`src/rtl/sample_player.sv`:
```
// Sample player: paces reads from a synchronous ROM at a fixed clip rate,
// buffers the samples in a small FIFO and hands sample pairs to an audio
// controller whenever it signals it can take one.
//
// state | meaning
// IDLE  | no clip active, FIFO empty
// PLAY  | fetching one ROM word every RATE_DIV cycles
// DRAIN | clip fetched completely, emptying the FIFO before done
module sample_player #(
  parameter int SAMPLE_W   = 19,
  parameter int CHANNELS   = 1,
  parameter int ADDR_W     = 23,
  parameter int LAST_ADDR  = 50160,
  parameter int RATE_DIV   = 10000,
  parameter int FIFO_DEPTH = 4
) (
  input  logic                         CLOCK_50,
  input  logic                         resetn,
  input  logic                         start,
  input  logic                         stop,
  input  logic                         loop_en,
  input  logic [4:0]                   vol_shift,
  output logic [ADDR_W-1:0]            rom_addr,
  input  logic [CHANNELS*SAMPLE_W-1:0] rom_q,
  input  logic                         audio_out_allowed,
  output logic [31:0]                  left_channel_audio_out,
  output logic [31:0]                  right_channel_audio_out,
  output logic                         write_audio_out,
  output logic                         busy,
  output logic                         done,
  output logic                         overflow
);

  localparam int WORD_W = CHANNELS * SAMPLE_W;
  localparam int CNT_W  = $clog2(RATE_DIV);
  localparam int PTR_W  = $clog2(FIFO_DEPTH);

  typedef enum logic [1:0] {S_IDLE, S_PLAY, S_DRAIN} state_t;

  state_t             state, state_nxt;
  logic [CNT_W-1:0]   rate_cnt;
  logic               tick_q;
  logic [WORD_W-1:0]  fifo_mem [FIFO_DEPTH];
  logic [PTR_W-1:0]   wr_ptr, rd_ptr;
  logic [PTR_W:0]     fifo_cnt;
  logic               fifo_empty, fifo_full;
  logic               restart, flush, push, pop, accept, at_last, done_nxt;
  logic [WORD_W-1:0]  head;
  logic [31:0]        left_nxt, right_nxt;

  // Sign-extend one sample to 32 bits, then apply the volume shift.
  function automatic logic [31:0] scale(input logic [SAMPLE_W-1:0] s,
                                        input logic [4:0] sh);
    logic signed [SAMPLE_W-1:0] ss;
    logic signed [31:0]         ext;
    ss  = s;
    ext = 32'(ss);
    return ext << sh;
  endfunction

  assign fifo_empty = (fifo_cnt == '0);
  assign fifo_full  = (fifo_cnt == (PTR_W+1)'(FIFO_DEPTH));
  assign head       = fifo_mem[rd_ptr];

  generate
    if (CHANNELS == 2) begin : g_stereo
      assign left_nxt  = scale(head[WORD_W-1 -: SAMPLE_W], vol_shift);
      assign right_nxt = scale(head[SAMPLE_W-1:0], vol_shift);
    end else begin : g_mono
      assign left_nxt  = scale(head[SAMPLE_W-1:0], vol_shift);
      assign right_nxt = left_nxt;
    end
  endgenerate

  // Next-state decode plus the per-cycle push/pop/flush strobes.
  // stop beats start; a push is the cycle after a rate tick, when rom_q
  // reflects the current rom_addr. Pops are spaced so writes are >= 2 apart.
  always_comb begin
    state_nxt = state;
    done_nxt  = 1'b0;
    restart   = start && !stop;
    flush     = restart || (stop && state != S_IDLE);
    push      = (state == S_PLAY) && tick_q && !start && !stop;
    pop       = !fifo_empty && audio_out_allowed && !write_audio_out && !start && !stop;
    accept    = push && (!fifo_full || pop);
    at_last   = (rom_addr == ADDR_W'(LAST_ADDR));
    if (stop && state != S_IDLE) begin
      state_nxt = S_IDLE;
    end else if (restart) begin
      state_nxt = S_PLAY;
    end else begin
      case (state)
        S_PLAY:  if (push && at_last && !loop_en) state_nxt = S_DRAIN;
        S_DRAIN: if (fifo_empty && !write_audio_out) begin
                   state_nxt = S_IDLE;
                   done_nxt  = 1'b1;
                 end
        default: ;
      endcase
    end
  end

  // State register with registered busy/done decode.
  always_ff @(posedge CLOCK_50 or negedge resetn) begin
    if (!resetn) begin
      state <= S_IDLE;
      busy  <= 1'b0;
      done  <= 1'b0;
    end else begin
      state <= state_nxt;
      busy  <= (state_nxt != S_IDLE);
      done  <= done_nxt;
    end
  end

  // Rate counter: runs 0..RATE_DIV-1 only in PLAY, tick_q flags each wrap.
  always_ff @(posedge CLOCK_50 or negedge resetn) begin
    if (!resetn) begin
      rate_cnt <= '0;
      tick_q   <= 1'b0;
    end else if (flush || state != S_PLAY) begin
      rate_cnt <= '0;
      tick_q   <= 1'b0;
    end else begin
      tick_q   <= (rate_cnt == CNT_W'(RATE_DIV - 1));
      rate_cnt <= (rate_cnt == CNT_W'(RATE_DIV - 1)) ? '0 : rate_cnt + CNT_W'(1);
    end
  end

  // ROM address: advances on every push, dropped samples included.
  always_ff @(posedge CLOCK_50 or negedge resetn) begin
    if (!resetn) begin
      rom_addr <= '0;
    end else if (restart) begin
      rom_addr <= '0;
    end else if (push) begin
      if (!at_last)     rom_addr <= rom_addr + ADDR_W'(1);
      else if (loop_en) rom_addr <= '0;
    end
  end

  // FIFO storage; no reset needed since occupancy gates every read.
  always_ff @(posedge CLOCK_50) begin
    if (accept) fifo_mem[wr_ptr] <= rom_q;
  end

  // FIFO pointers, occupancy and the sticky overflow flag.
  always_ff @(posedge CLOCK_50 or negedge resetn) begin
    if (!resetn) begin
      wr_ptr   <= '0;
      rd_ptr   <= '0;
      fifo_cnt <= '0;
      overflow <= 1'b0;
    end else if (flush) begin
      wr_ptr   <= '0;
      rd_ptr   <= '0;
      fifo_cnt <= '0;
      if (restart) overflow <= 1'b0;
    end else begin
      if (accept)        wr_ptr   <= wr_ptr + PTR_W'(1);
      if (pop)           rd_ptr   <= rd_ptr + PTR_W'(1);
      if (push && !accept) overflow <= 1'b1;
      fifo_cnt <= fifo_cnt + (PTR_W+1)'(accept) - (PTR_W+1)'(pop);
    end
  end

  // Output registers load on a pop and hold otherwise.
  always_ff @(posedge CLOCK_50 or negedge resetn) begin
    if (!resetn) begin
      write_audio_out         <= 1'b0;
      left_channel_audio_out  <= '0;
      right_channel_audio_out <= '0;
    end else begin
      write_audio_out <= pop;
      if (pop) begin
        left_channel_audio_out  <= left_nxt;
        right_channel_audio_out <= right_nxt;
      end
    end
  end

endmodule

```
`config.mk`:
```
export PLATFORM = sky130hd
export DESIGN_NAME = sample_player
export DESIGN_NICKNAME = d
export VERILOG_FILES = /design/src/rtl/sample_player.sv
export SDC_FILE = /design/constraint.sdc
export NUM_CORES = 1
export LEC_CHECK = 0
export ABC_AREA = 1
export BUFFER_PORTS_ARGS = -buffer_cell sky130_fd_sc_hd__buf_2
export CAP_MARGIN = 20
export CORE_ASPECT_RATIO = 0.9
export CORE_UTILIZATION = 62
export CTS_CLUSTER_DIAMETER = 120
export DETAILED_ROUTE_END_ITERATION = 6
export GPL_TIMING_DRIVEN = 1
export PLACE_DENSITY = 0.95
export SYNTH_ARGS = -nofsm -noshare
export SYNTH_HDL_FRONTEND = slang
export SYNTH_SLANG_ARGS = --single-unit
```
`constraint.sdc`:
```
create_clock -name CLOCK_50 -period 4.1 [get_ports CLOCK_50]
set_input_delay 0.82 -clock CLOCK_50 [delete_from_list [all_inputs] [get_ports CLOCK_50]]
set_output_delay 0.82 -clock CLOCK_50 [all_outputs]
set_load 0.02 [all_outputs]
```
==> run_results.csv, run 1 <==
group,metric,value,unit
status,status,"finished, violations left",
status,violations,"design-rule violations",
detailed_routing,top_layer,"met4",
setup_path,startpoint,"rom_addr[0]",
sta,period_share,0.6885,
place,place_inst,1264,
yosys,yosysSeqAreaShare,0.5094,
detailed_routing,drtIter0Drc,1256,
yosys,syn_nets,1087,
floorplanning,dieArea,14280,µm²
sta,setup_viol,0,
clock_tree,cts.repair.resized,0,
sta,layout_min_cycle_time,2.823,ns
pwr,vdd_drop_max,0.0004141,V
yosys,synthArstFlopShare,0.5220,
setup_path,crit_chain,"inv_1, ha_1, inv_1, nor4_2, nand3_1, o21ai_4, o21ai_0",
yosys,syn_avg_cell_area,8.198,µm²
setup_path,cp-start-kind,"flip-flop",
sta,max_slew_margin,0.4228,
floorplanning,die_w,125.8,µm
detailed_routing,postRouteAntennaNets,0,
grt,antenna_found_initial,0,
setup_path,worstPathRequired,4.36,ns
yosys,syn_inst,1044,
sta,hold_viol_final,0,
setup_path,critPathArrivalTime,3.08,ns
place,hpwlAfterDp,14.49,mm
yosys,synth-main-ff-cell,"dfrtp_1",
detailed_routing,drt_wl_total,21.55,mm
floorplanning,initial_core_util,0.6381,
setup_path,timing.rr.start,"rom_addr[0]",
clock_tree,clk_path_buf_depth,2,
pwr,p_int,2919,µW
setup_path,worst-path-max-fanout,37,
detailed_routing,drc,3,
setup_path,r2r_end,"rom_addr[2]",
job,maxCapViolCount,0,
setup_path,cpMostUsedCell,"inv_1",
floorplanning,row_count,40,
yosys,synth-edff-count,76,
place,gp_congestion,0.9725,
grt,grt_overflow,0,
setup_path,crit_end,"rom_addr[2]",
floorplanning,core-area,13410,µm²
grt,grt_pass1_wl,34.47,mm
clock_tree,cts_setup_buffers,0,
clock_tree,clkLatencyLatePin,0.43,ns
sta,rsz0062_at_grt,"false",
finish,fin_cells,1296,
grt,track_usage,0.3135,
yosys,syn_area,8558,µm²
yosys,ys_top_cells_by_area,"edfxtp_1 (27%), dfrtp_1 (24%), nand2_1 (14%), nand3_1 (13%), inv_1 (3.2%)",
yosys,yosysMostFrequentCell,"nand2_1",
sta,final.setup_skew,0.01165,ns
setup_path,cpMaxStageDelayCell,"o21ai_4",
yosys,synth_common_cells,"nand2_1 (315), nand3_1 (219), dfrtp_1 (83)",
clock_tree,cts_tree,"yes",
pwr,leakagePower,0.004581,µW
floorplanning,die_h,113.5,µm
grt,grt_max_degree,65,
finish,drive_above_1_share,0.1551,
finish,multi_input_area,3470,µm²
detailed_routing,first_pass_iters,7,
yosys,synth_top_family_by_area,"simple AND/OR/NAND/NOR gates",
finish,fin_nets,1158,
finish,area_growth,12.82,%
setup_path,r2r_slack,1.28,ns
yosys,synth-simple-area-share,0.3358,
yosys,synth_top_area_frac,0.2667,
clock_tree,ctsHoldBuffers,0,
grt,grt_pass1_vias,7212,
finish,nFillCells,967,
detailed_routing,vias,7822,
finish,regArea,4359,µm²
clock_tree,cts.htree.levels,4,
detailed_routing,routedLengthMet1,8.563,mm
pwr,power_frac_seq,0.452,
setup_path,reg2regPathDepth,7,
detailed_routing,wl_met2,10.06,mm
sta,worstMarginPinSlew,0.8625,ns
yosys,synthMuxAreaShare,0,
clock_tree,clock-sinks,159,
pwr,clkPwrFrac,0.461,
pwr,swShare,0.2293,
sta,max_freq,354.2,MHz
setup_path,end_kind,"flip-flop",
yosys,yosys.area_share.xor_xnor,0.01126,
yosys,synth_fa_ha_area_frac,0.01988,
pwr,p_sw,868.5,µW
yosys,synth_cell_types,43,
hold_path,min-delay-path-class,"flip-flop to flip-flop",
clock_tree,cts_made_buffers,17,
setup_path,critical_path_class,"flip-flop to flip-flop",
finish,num_antenna_cells,0,
setup_path,crit_path_max_incr_delay,0.88,ns
place,portBuffers,120,
clock_tree,clkTransAtPathRegs,0.06,ns
yosys,ys_seq_elements,159,
pwr,p_per_area,392.3,nW/µm²
sta,maxSlewViolCount,0,
yosys,yosysWarningCount,0,
floorplanning,io_pins,121,
detailed_routing,wl_met3,2.257,mm
yosys,synth_area_leader_cell,"edfxtp_1",
sta,fin_setup_tns,0,ns
detailed_routing,viasPerCell,6.035,
detailed_routing,avgRoutedWirePerCell,16.63,µm
pwr,combPwrFrac,0.086,
clock_tree,ctsRootBufferMaster,"clkbuf_16",
yosys,synth-compound-area-share,0.03816,
-- area by class of cell --
class / count / area share
sequential: 159 / 0.4515
multi-input combinational: 732 / 0.3593
timing repair buffer: 128 / 0.06868
clock buffer: 24 / 0.05352
inverter: 77 / 0.02993
tap: 168 / 0.02177
clock inverter: 8 / 0.01529
-- power by group through the flow --
stage | logic, µW | clock network, µW | registers (µW)
6_report | 327 | 1750 | 1710
5_1_grt | 367 | 1820 | 1710
4_1_cts | 321 | 1760 | 1710
3_5_place_dp | 319 | 0 | 1740
3_3_place_gp | 303 | 0 | 1740
2_1_floorplan | 206 | 0 | 1750
-- critical path, delay by kind of cell, from the launching register on --
family | cells | cell delay (ns)
and+or+nand+nor | 2 | 0.71
DFF | 1 | 0.48
adders and majority gates | 1 | 0.15
AOI/OAI and AO/OA | 2 | 1.11
buffers and inverters | 2 | 0.19
-- how the worst min path moves through the flow --
stage,depth (start not counted),to,start,slack (ns)
floorplan,1,rate_cnt[0],rate_cnt[0],0.43
global placement,1,rate_cnt[0],rate_cnt[0],0.45
detailed placement,1,rate_cnt[0],rate_cnt[0],0.46
CTS,1,rate_cnt[0],rate_cnt[0],0.47
global route,1,rate_cnt[0],rate_cnt[0],0.52
finish,1,rate_cnt[0],rate_cnt[0],0.47
-- layer usage --
layer	track usage	vias up
li1	-	3605
met1	0.4055	3628
met2	0.4970	512
met3	0.08161	77
met4	0.1526	0
met5	0	-
-- state kept, by name, summed over array words and instances (netlist names) --
name                     flops
right_channel_audio_out     32
rate_cnt                    14
write_audio_out              1
rd_ptr                       2
rom_addr                    23
state                        2
busy                         1
wr_ptr                       2
done                         1
fifo_cnt                     3
fifo_mem                    76
tick_q                       1
overflow                     1
-- cell families after synthesis --
kind of cell    count (synthesis)
compound gates                 54
xor+xnor                       11
fa+ha+maj                      13
buf+inv                       153
flops                         159
simple gates                  654
-- metrics by stage --
step	hold slack [ns]	utilization	setup WS [ns]	total power (µW)	area, µm²
2_1_floorplan	0.4329	-	1.499	1960	8558
4_1_cts	0.4707	0.7199	1.358	3793	9656
6_report	0.4696	0.7199	1.277	3788	9656
3_5_place_dp	0.4624	0.6703	1.038	2062	8991
3_3_place_gp	0.4530	0.6703	1.132	2046	8991
5_1_grt	0.5171	0.7199	1.100	3904	9656
-- cell usage in the layout, fill, tap and decap left out, drive strengths merged, types with 4 or more instances in the layout --
| cell | Yosys | layout |
|---|---|---|
| a21oi | 10 | 10 |
| buf | 54 | 128 |
| bufinv | 0 | 4 |
| clkbuf | 22 | 24 |
| clkinv | 1 | 4 |
| dfrtp | 83 | 83 |
| edfxtp | 76 | 76 |
| ha | 12 | 12 |
| inv | 76 | 77 |
| nand2 | 316 | 316 |
| nand3 | 219 | 219 |
| nand4 | 21 | 21 |
| nor2 | 62 | 62 |
| nor3 | 17 | 17 |
| nor4 | 6 | 6 |
| o21ai | 33 | 33 |
| or2 | 5 | 5 |
| xor2 | 8 | 8 |
Note: power is estimated with default switching activity, not from simulation.
==> run 2: changes to the inputs <==
--- a/config.mk
+++ b/config.mk
@@ -9,11 +9,11 @@
 export BUFFER_PORTS_ARGS = -buffer_cell sky130_fd_sc_hd__buf_2
 export CAP_MARGIN = 20
 export CORE_ASPECT_RATIO = 0.9
-export CORE_UTILIZATION = 62
+export CORE_UTILIZATION = 58
 export CTS_CLUSTER_DIAMETER = 120
 export DETAILED_ROUTE_END_ITERATION = 6
 export GPL_TIMING_DRIVEN = 1
-export PLACE_DENSITY = 0.95
+export PLACE_DENSITY = 0.91
 export SYNTH_ARGS = -nofsm -noshare
 export SYNTH_HDL_FRONTEND = slang
 export SYNTH_SLANG_ARGS = --single-unit
==> constraint.sdc (replaced) <==
create_clock -name CLOCK_50 -period 2.8 [get_ports CLOCK_50]
set_input_delay 0.56 -clock CLOCK_50 [delete_from_list [all_inputs] [get_ports CLOCK_50]]
set_output_delay 0.56 -clock CLOCK_50 [all_outputs]
set_load 0.02 [all_outputs]
==> run_results.csv, run 2 (synthesized netlist as in run 1, its figures left out) <==
group,metric,value,unit
status,status,"finished clean",
detailed_routing,viasPerCell,5.785,
grt,grt_overflow,0,
grt,grt_pass1_wl,34.91,mm
clock_tree,clock-sinks,159,
finish,nFillCells,1102,
pwr,p_int,4002,µW
sta,max_freq,385.0,MHz
pwr,swShare,0.2419,
pwr,vdd_drop_max,0.0004690,V
floorplanning,die_w,130.0,µm
setup_path,cp-start-kind,"flip-flop",
floorplanning,initial_core_util,0.6023,
clock_tree,clkLatencyLatePin,0.44,ns
grt,antenna_found_initial,0,
setup_path,reg2regPathDepth,12,
finish,largest_register,"fifo_mem",
finish,largestRegisters,"fifo_mem (76), right_channel_audio_out (32), rom_addr (23)",
finish,fin_nets,1170,
sta,maxSlewViolCount,0,
pwr,finalPower,5279,µW
finish,regArea,4359,µm²
clock_tree,ctsRootBufferMaster,"clkbuf_16",
finish,final_common_cell,"nand2_1",
floorplanning,row_count,41,
finish,largest_reg_flops,76,
finish,layout_common_cells,"nand2_1 (315), nand3_1 (219), buf_2 (119)",
clock_tree,clk_path_buf_depth,2,
detailed_routing,postRouteAntennaNets,0,
clock_tree,cts_tree,"yes",
grt,grt_max_degree,46,
pwr,power_frac_seq,0.475,
detailed_routing,drc,0,
detailed_routing,first_pass_iters,6,
sta,period_share,0.9278,
sta,worstMarginPinSlew,0.7593,ns
detailed_routing,avgRoutedWirePerCell,16.27,µm
pwr,p_sw,1277,µW
setup_path,critical_path_class,"flip-flop to flip-flop",
sta,max_slew_margin,0.4932,
floorplanning,dieArea,15250,µm²
floorplanning,io_pins,121,
detailed_routing,drtIter0Drc,950,
finish,multi_input_area,3472,µm²
sta,layout_min_cycle_time,2.598,ns
finish,drive_above_1_share,0.1632,
floorplanning,core-area,14210,µm²
setup_path,r2r_end,"fifo_cnt[2]",
pwr,clkPwrFrac,0.432,
pwr,p_per_area,543.3,nW/µm²
clock_tree,clkTransAtPathRegs,0.06,ns
finish,fin_area,9717,µm²
detailed_routing,drt_wl_total,21.69,mm
place,placed_area,9125,µm²
floorplanning,die_h,117.2,µm
setup_path,critPathArrivalTime,2.95,ns
sta,final.setup_skew,0.01230,ns
place,portBuffers,120,
pwr,combPwrFrac,0.093,
place,hpwlAfterDp,15.24,mm
hold_path,min-delay-path-class,"input pin to async pin",
finish,num_antenna_cells,0,
place,gp_congestion,0.9813,
clock_tree,cts_setup_buffers,0,
setup_path,end_kind,"flip-flop",
sta,setup_viol,0,
setup_path,worst-path-max-fanout,6,
setup_path,r2r_slack,0.20,ns
grt,grt_pass1_vias,7163,
pwr,leakagePower,0.004600,µW
finish,area_growth,13.54,%
detailed_routing,vias,7711,
clock_tree,cts_made_buffers,17,
sta,hold_viol_final,0,
clock_tree,cts.htree.levels,4,
setup_path,worstPathRequired,3.15,ns
grt,track_usage,0.3026,
clock_tree,ctsHoldBuffers,0,
setup_path,timing.rr.start,"state[1]",
job,maxCapViolCount,0,
-- run 2: changes by cell type in the layout (fill, tap and decap cells not counted), sizes merged --
cell / previous run / this run
buf: 128 / 140
clkinv: 4 / 5
bufinv: 4 / 1
clkinvlp: 0 / 2
-- run 2: how the worst max path moves through the flow --
stage / from / to / slack (ns) / cells past startpoint
5_1_grt: state[1] / fifo_cnt[2] / -0.008 / 12
2_1_floorplan: stop / fifo_mem[0][0] / 0.46 / 7
3_5_place_dp: stop / fifo_cnt[2] / 0.22 / 14
3_3_place_gp: stop / fifo_cnt[2] / 0.30 / 14
6_report: state[1] / fifo_cnt[2] / 0.20 / 12
4_1_cts: state[1] / fifo_cnt[2] / 0.19 / 12
-- run 2: cell type report --
type                            count  area share
Clock buffer                       24     0.05292
Clock inverter                      8    0.007726
Inverter                           77     0.02975
Multi-Input combinational cell    732      0.3573
Sequential cell                   159      0.4486
Tap cell                          193     0.02485
Timing Repair Buffer              140     0.07880
-- run 2: worst max-delay path, cell delays in order, from the launching register on --
cell	delay, ns
dfrtp_1	0.38
inv_1	0.12
ha_1	0.23
nand4_1	0.24
nor2_2	0.22
inv_1	0.13
ha_1	0.29
inv_1	0.06
ha_1	0.13
inv_1	0.05
fa_1	0.37
and3_1	0.17
nor3_1	0.12
-- run 2: power by group through the flow --
stage          sequential, µW  combinational, µW  clock (µW)
6_report                 2510                490        2280
2_1_floorplan            2570                302           0
3_3_place_gp             2550                458           0
3_5_place_dp             2550                477           0
5_1_grt                  2510                550        2390
4_1_cts                  2510                485        2290
-- run 2: timing repair --
item | 4_1_cts | 5_1_grt
gates resized for setup | 0 | 1
hold endpoints to repair | 0 | 0
setup endpoints to repair | 0 | 1
-- run 2: per-layer routing --
metal	GRT usage	share of wire	up-vias
met5	0	0	-
met4	0.1209	0.022	0
met3	0.07545	0.092	56
met2	0.4901	0.47	420
met1	0.3926	0.41	3609
li1	-	-	3626
-- run 2: metrics by stage --
step           setup WS, ns  hold WS, ns    TNS, ns  std cells    util
2_1_floorplan        0.4593       0.2644          0       1044       -
6_report             0.2023       0.1076          0       1333  0.6838
4_1_cts              0.1911       0.1223          0       1333  0.6836
3_5_place_dp         0.2221       0.4532          0       1301  0.6422
5_1_grt           -0.008392       0.1492  -0.008392       1333  0.6838
3_3_place_gp         0.3031       0.4488          0       1301  0.6422
==> run 3: changes to the inputs <==
--- a/config.mk
+++ b/config.mk
@@ -9,6 +9,7 @@
 export BUFFER_PORTS_ARGS = -buffer_cell sky130_fd_sc_hd__buf_2
 export CAP_MARGIN = 20
 export CORE_ASPECT_RATIO = 0.9
+export CORE_MARGIN = 2
 export CORE_UTILIZATION = 58
 export CTS_CLUSTER_DIAMETER = 120
 export DETAILED_ROUTE_END_ITERATION = 6
==> run_results.csv, run 3 (synthesized netlist as in run 1, its figures left out) <==
group,metric,value,unit
pwr,vdd_drop_max,0.0006594,V
setup_path,crit_path_max_incr_delay,0.38,ns
setup_path,worst-path-max-fanout,6,
setup_path,cpMaxStageDelayCell,"dfrtp_1",
detailed_routing,drt_wl_total,21.54,mm
detailed_routing,first_pass_iters,7,
setup_path,cp-start-kind,"flip-flop",
floorplanning,initial_core_util,0.5879,
detailed_routing,postRouteAntennaNets,0,
pwr,leakagePower,0.004610,µW
setup_path,cpMostUsedCell,"inv_1",
place,gp_congestion,0.9865,
floorplanning,dieArea,15750,µm²
sta,setup_viol,0,
clock_tree,clock-sinks,159,
grt,groute.layer.met3.usage,0.06982,
place,placed_area,9139,µm²
sta,hold_viol_final,0,
finish,area_growth,13.65,%
sta,rsz0062_at_grt,"false",
grt,busiest_layer,"met2",
floorplanning,core-area,14560,µm²
grt,gr-usage-met1,0.3646,
sta,worstMarginPinSlew,0.6984,ns
detailed_routing,viasPerCell,5.824,
finish,num_antenna_cells,0,
sta,max_slew_margin,0.5339,
grt,grt_overflow,0,
clock_tree,cts_setup_buffers,0,
sta,final.setup_skew,0.009038,ns
detailed_routing,avgRoutedWirePerCell,16.09,µm
finish,final_common_cell,"nand2_1",
finish,largest_register,"fifo_mem",
sta,fin_setup_tns,0,ns
setup_path,worstPathRequired,3.14,ns
grt,grt_max_degree,44,
finish,fin_area,9727,µm²
grt,grt_pass1_wl,35.58,mm
clock_tree,clkLatencyLatePin,0.43,ns
pwr,finalPower,5296,µW
sta,max_freq,395.8,MHz
clock_tree,cts_made_buffers,17,
hold_path,min-delay-path-class,"input pin to async pin",
sta,fin_hold_ws,0.1148,ns
detailed_routing,drc,0,
place,portBuffers,120,
floorplanning,die_w,132.0,µm
place,hpwlAfterDp,14.90,mm
floorplanning,die_h,119.2,µm
floorplanning,io_pins,121,
finish,largest_reg_flops,76,
clock_tree,cts.htree.levels,4,
clock_tree,ctsHoldBuffers,0,
grt,grt_pass1_vias,7379,
sta,period_share,0.9023,
clock_tree,ctsRootBufferMaster,"clkbuf_16",
detailed_routing,vias,7799,
sta,layout_min_cycle_time,2.526,ns
grt,grt_use_met2,0.4661,
setup_path,critPathArrivalTime,2.87,ns
clock_tree,cts.repair.resized,0,
floorplanning,row_count,42,
detailed_routing,drtIter0Drc,1168,
finish,finish.utilization,0.6682,
setup_path,end_kind,"flip-flop",
setup_path,critical_path_class,"flip-flop to flip-flop",
finish,fin_nets,1171,
finish,drive_above_1_share,0.1656,
clock_tree,cts_tree,"yes",
clock_tree,clk_path_buf_depth,2,
sta,maxSlewViolCount,0,
grt,antenna_found_initial,0,
grt,track_usage,0.2850,
setup_path,crit_chain,"inv_1, ha_1, nand4_1, nor2_1, inv_1, ha_1, inv_1, ha_1, inv_1, fa_1, and3_1, nor3_1",
clock_tree,clkTransAtPathRegs,0.07,ns
job,maxCapViolCount,0,
finish,largestRegisters,"fifo_mem (76), right_channel_audio_out (32), rom_addr (23)",
finish,layout_common_cells,"nand2_1 (315), nand3_1 (219), buf_2 (119)",
pwr,p_per_area,544.5,nW/µm²
status,status,"finished clean",
run 3: routing by layer:
metal / wire length (µm) / part of all wire
met1: 8540 / 0.40
met2: 10480 / 0.49
met3: 1936 / 0.090
met4: 586 / 0.027
met5: 0 / 0
run 3: through the flow:
step                      setup slack [ns]  cells
after detailed placement            0.2012   1307
final                               0.2736   1339
after global routing               0.05056   1339
after global placement              0.2766   1307
after CTS                           0.2609   1339
after floorplan                     0.4593   1044
run 3: worst max-delay path: cells and delay by family, from the launching register on:
kind | cells | cell delay [ns]
adders and majority gates | 4 | 1.01
and+or+nand+nor | 4 | 0.71
DFF | 1 | 0.38
buffers and inverters | 4 | 0.36
run 3: area by class of cell:
type / count / area [µm²]
Clock inverter: 13 / 123.9
Timing Repair Buffer: 141 / 773.2
Clock buffer: 19 / 464.2
Sequential cell: 159 / 4359
Tap cell: 198 / 247.7
Multi-Input combinational cell: 732 / 3470
Inverter: 77 / 289.0
Fill cell: 1107 / 4830
run 3: final timing paths:
check                       startpoint                          end  slack, ns  cells past startpoint
setup / recovery              state[1]                  fifo_cnt[2]       0.27                     12
hold / removal                  resetn  right_channel_audio_out[10]       0.11                      1
setup reg to reg              state[1]                  fifo_cnt[2]       0.27                     12
hold reg to reg            rate_cnt[0]                  rate_cnt[0]       0.49                      1
max in group asynchronous       resetn                    wr_ptr[0]       2.07                      2
min in group CLOCK_50         rom_q[5]               fifo_mem[0][5]       0.34                      1
run 3: report_power, final:
group          internal [µW]  switching, µW  leakage (µW)  total [µW]
clock                   1320            981      0.000292        2300
sequential              2480           23.8       0.00184        2510
combinational            147            344       0.00248         492
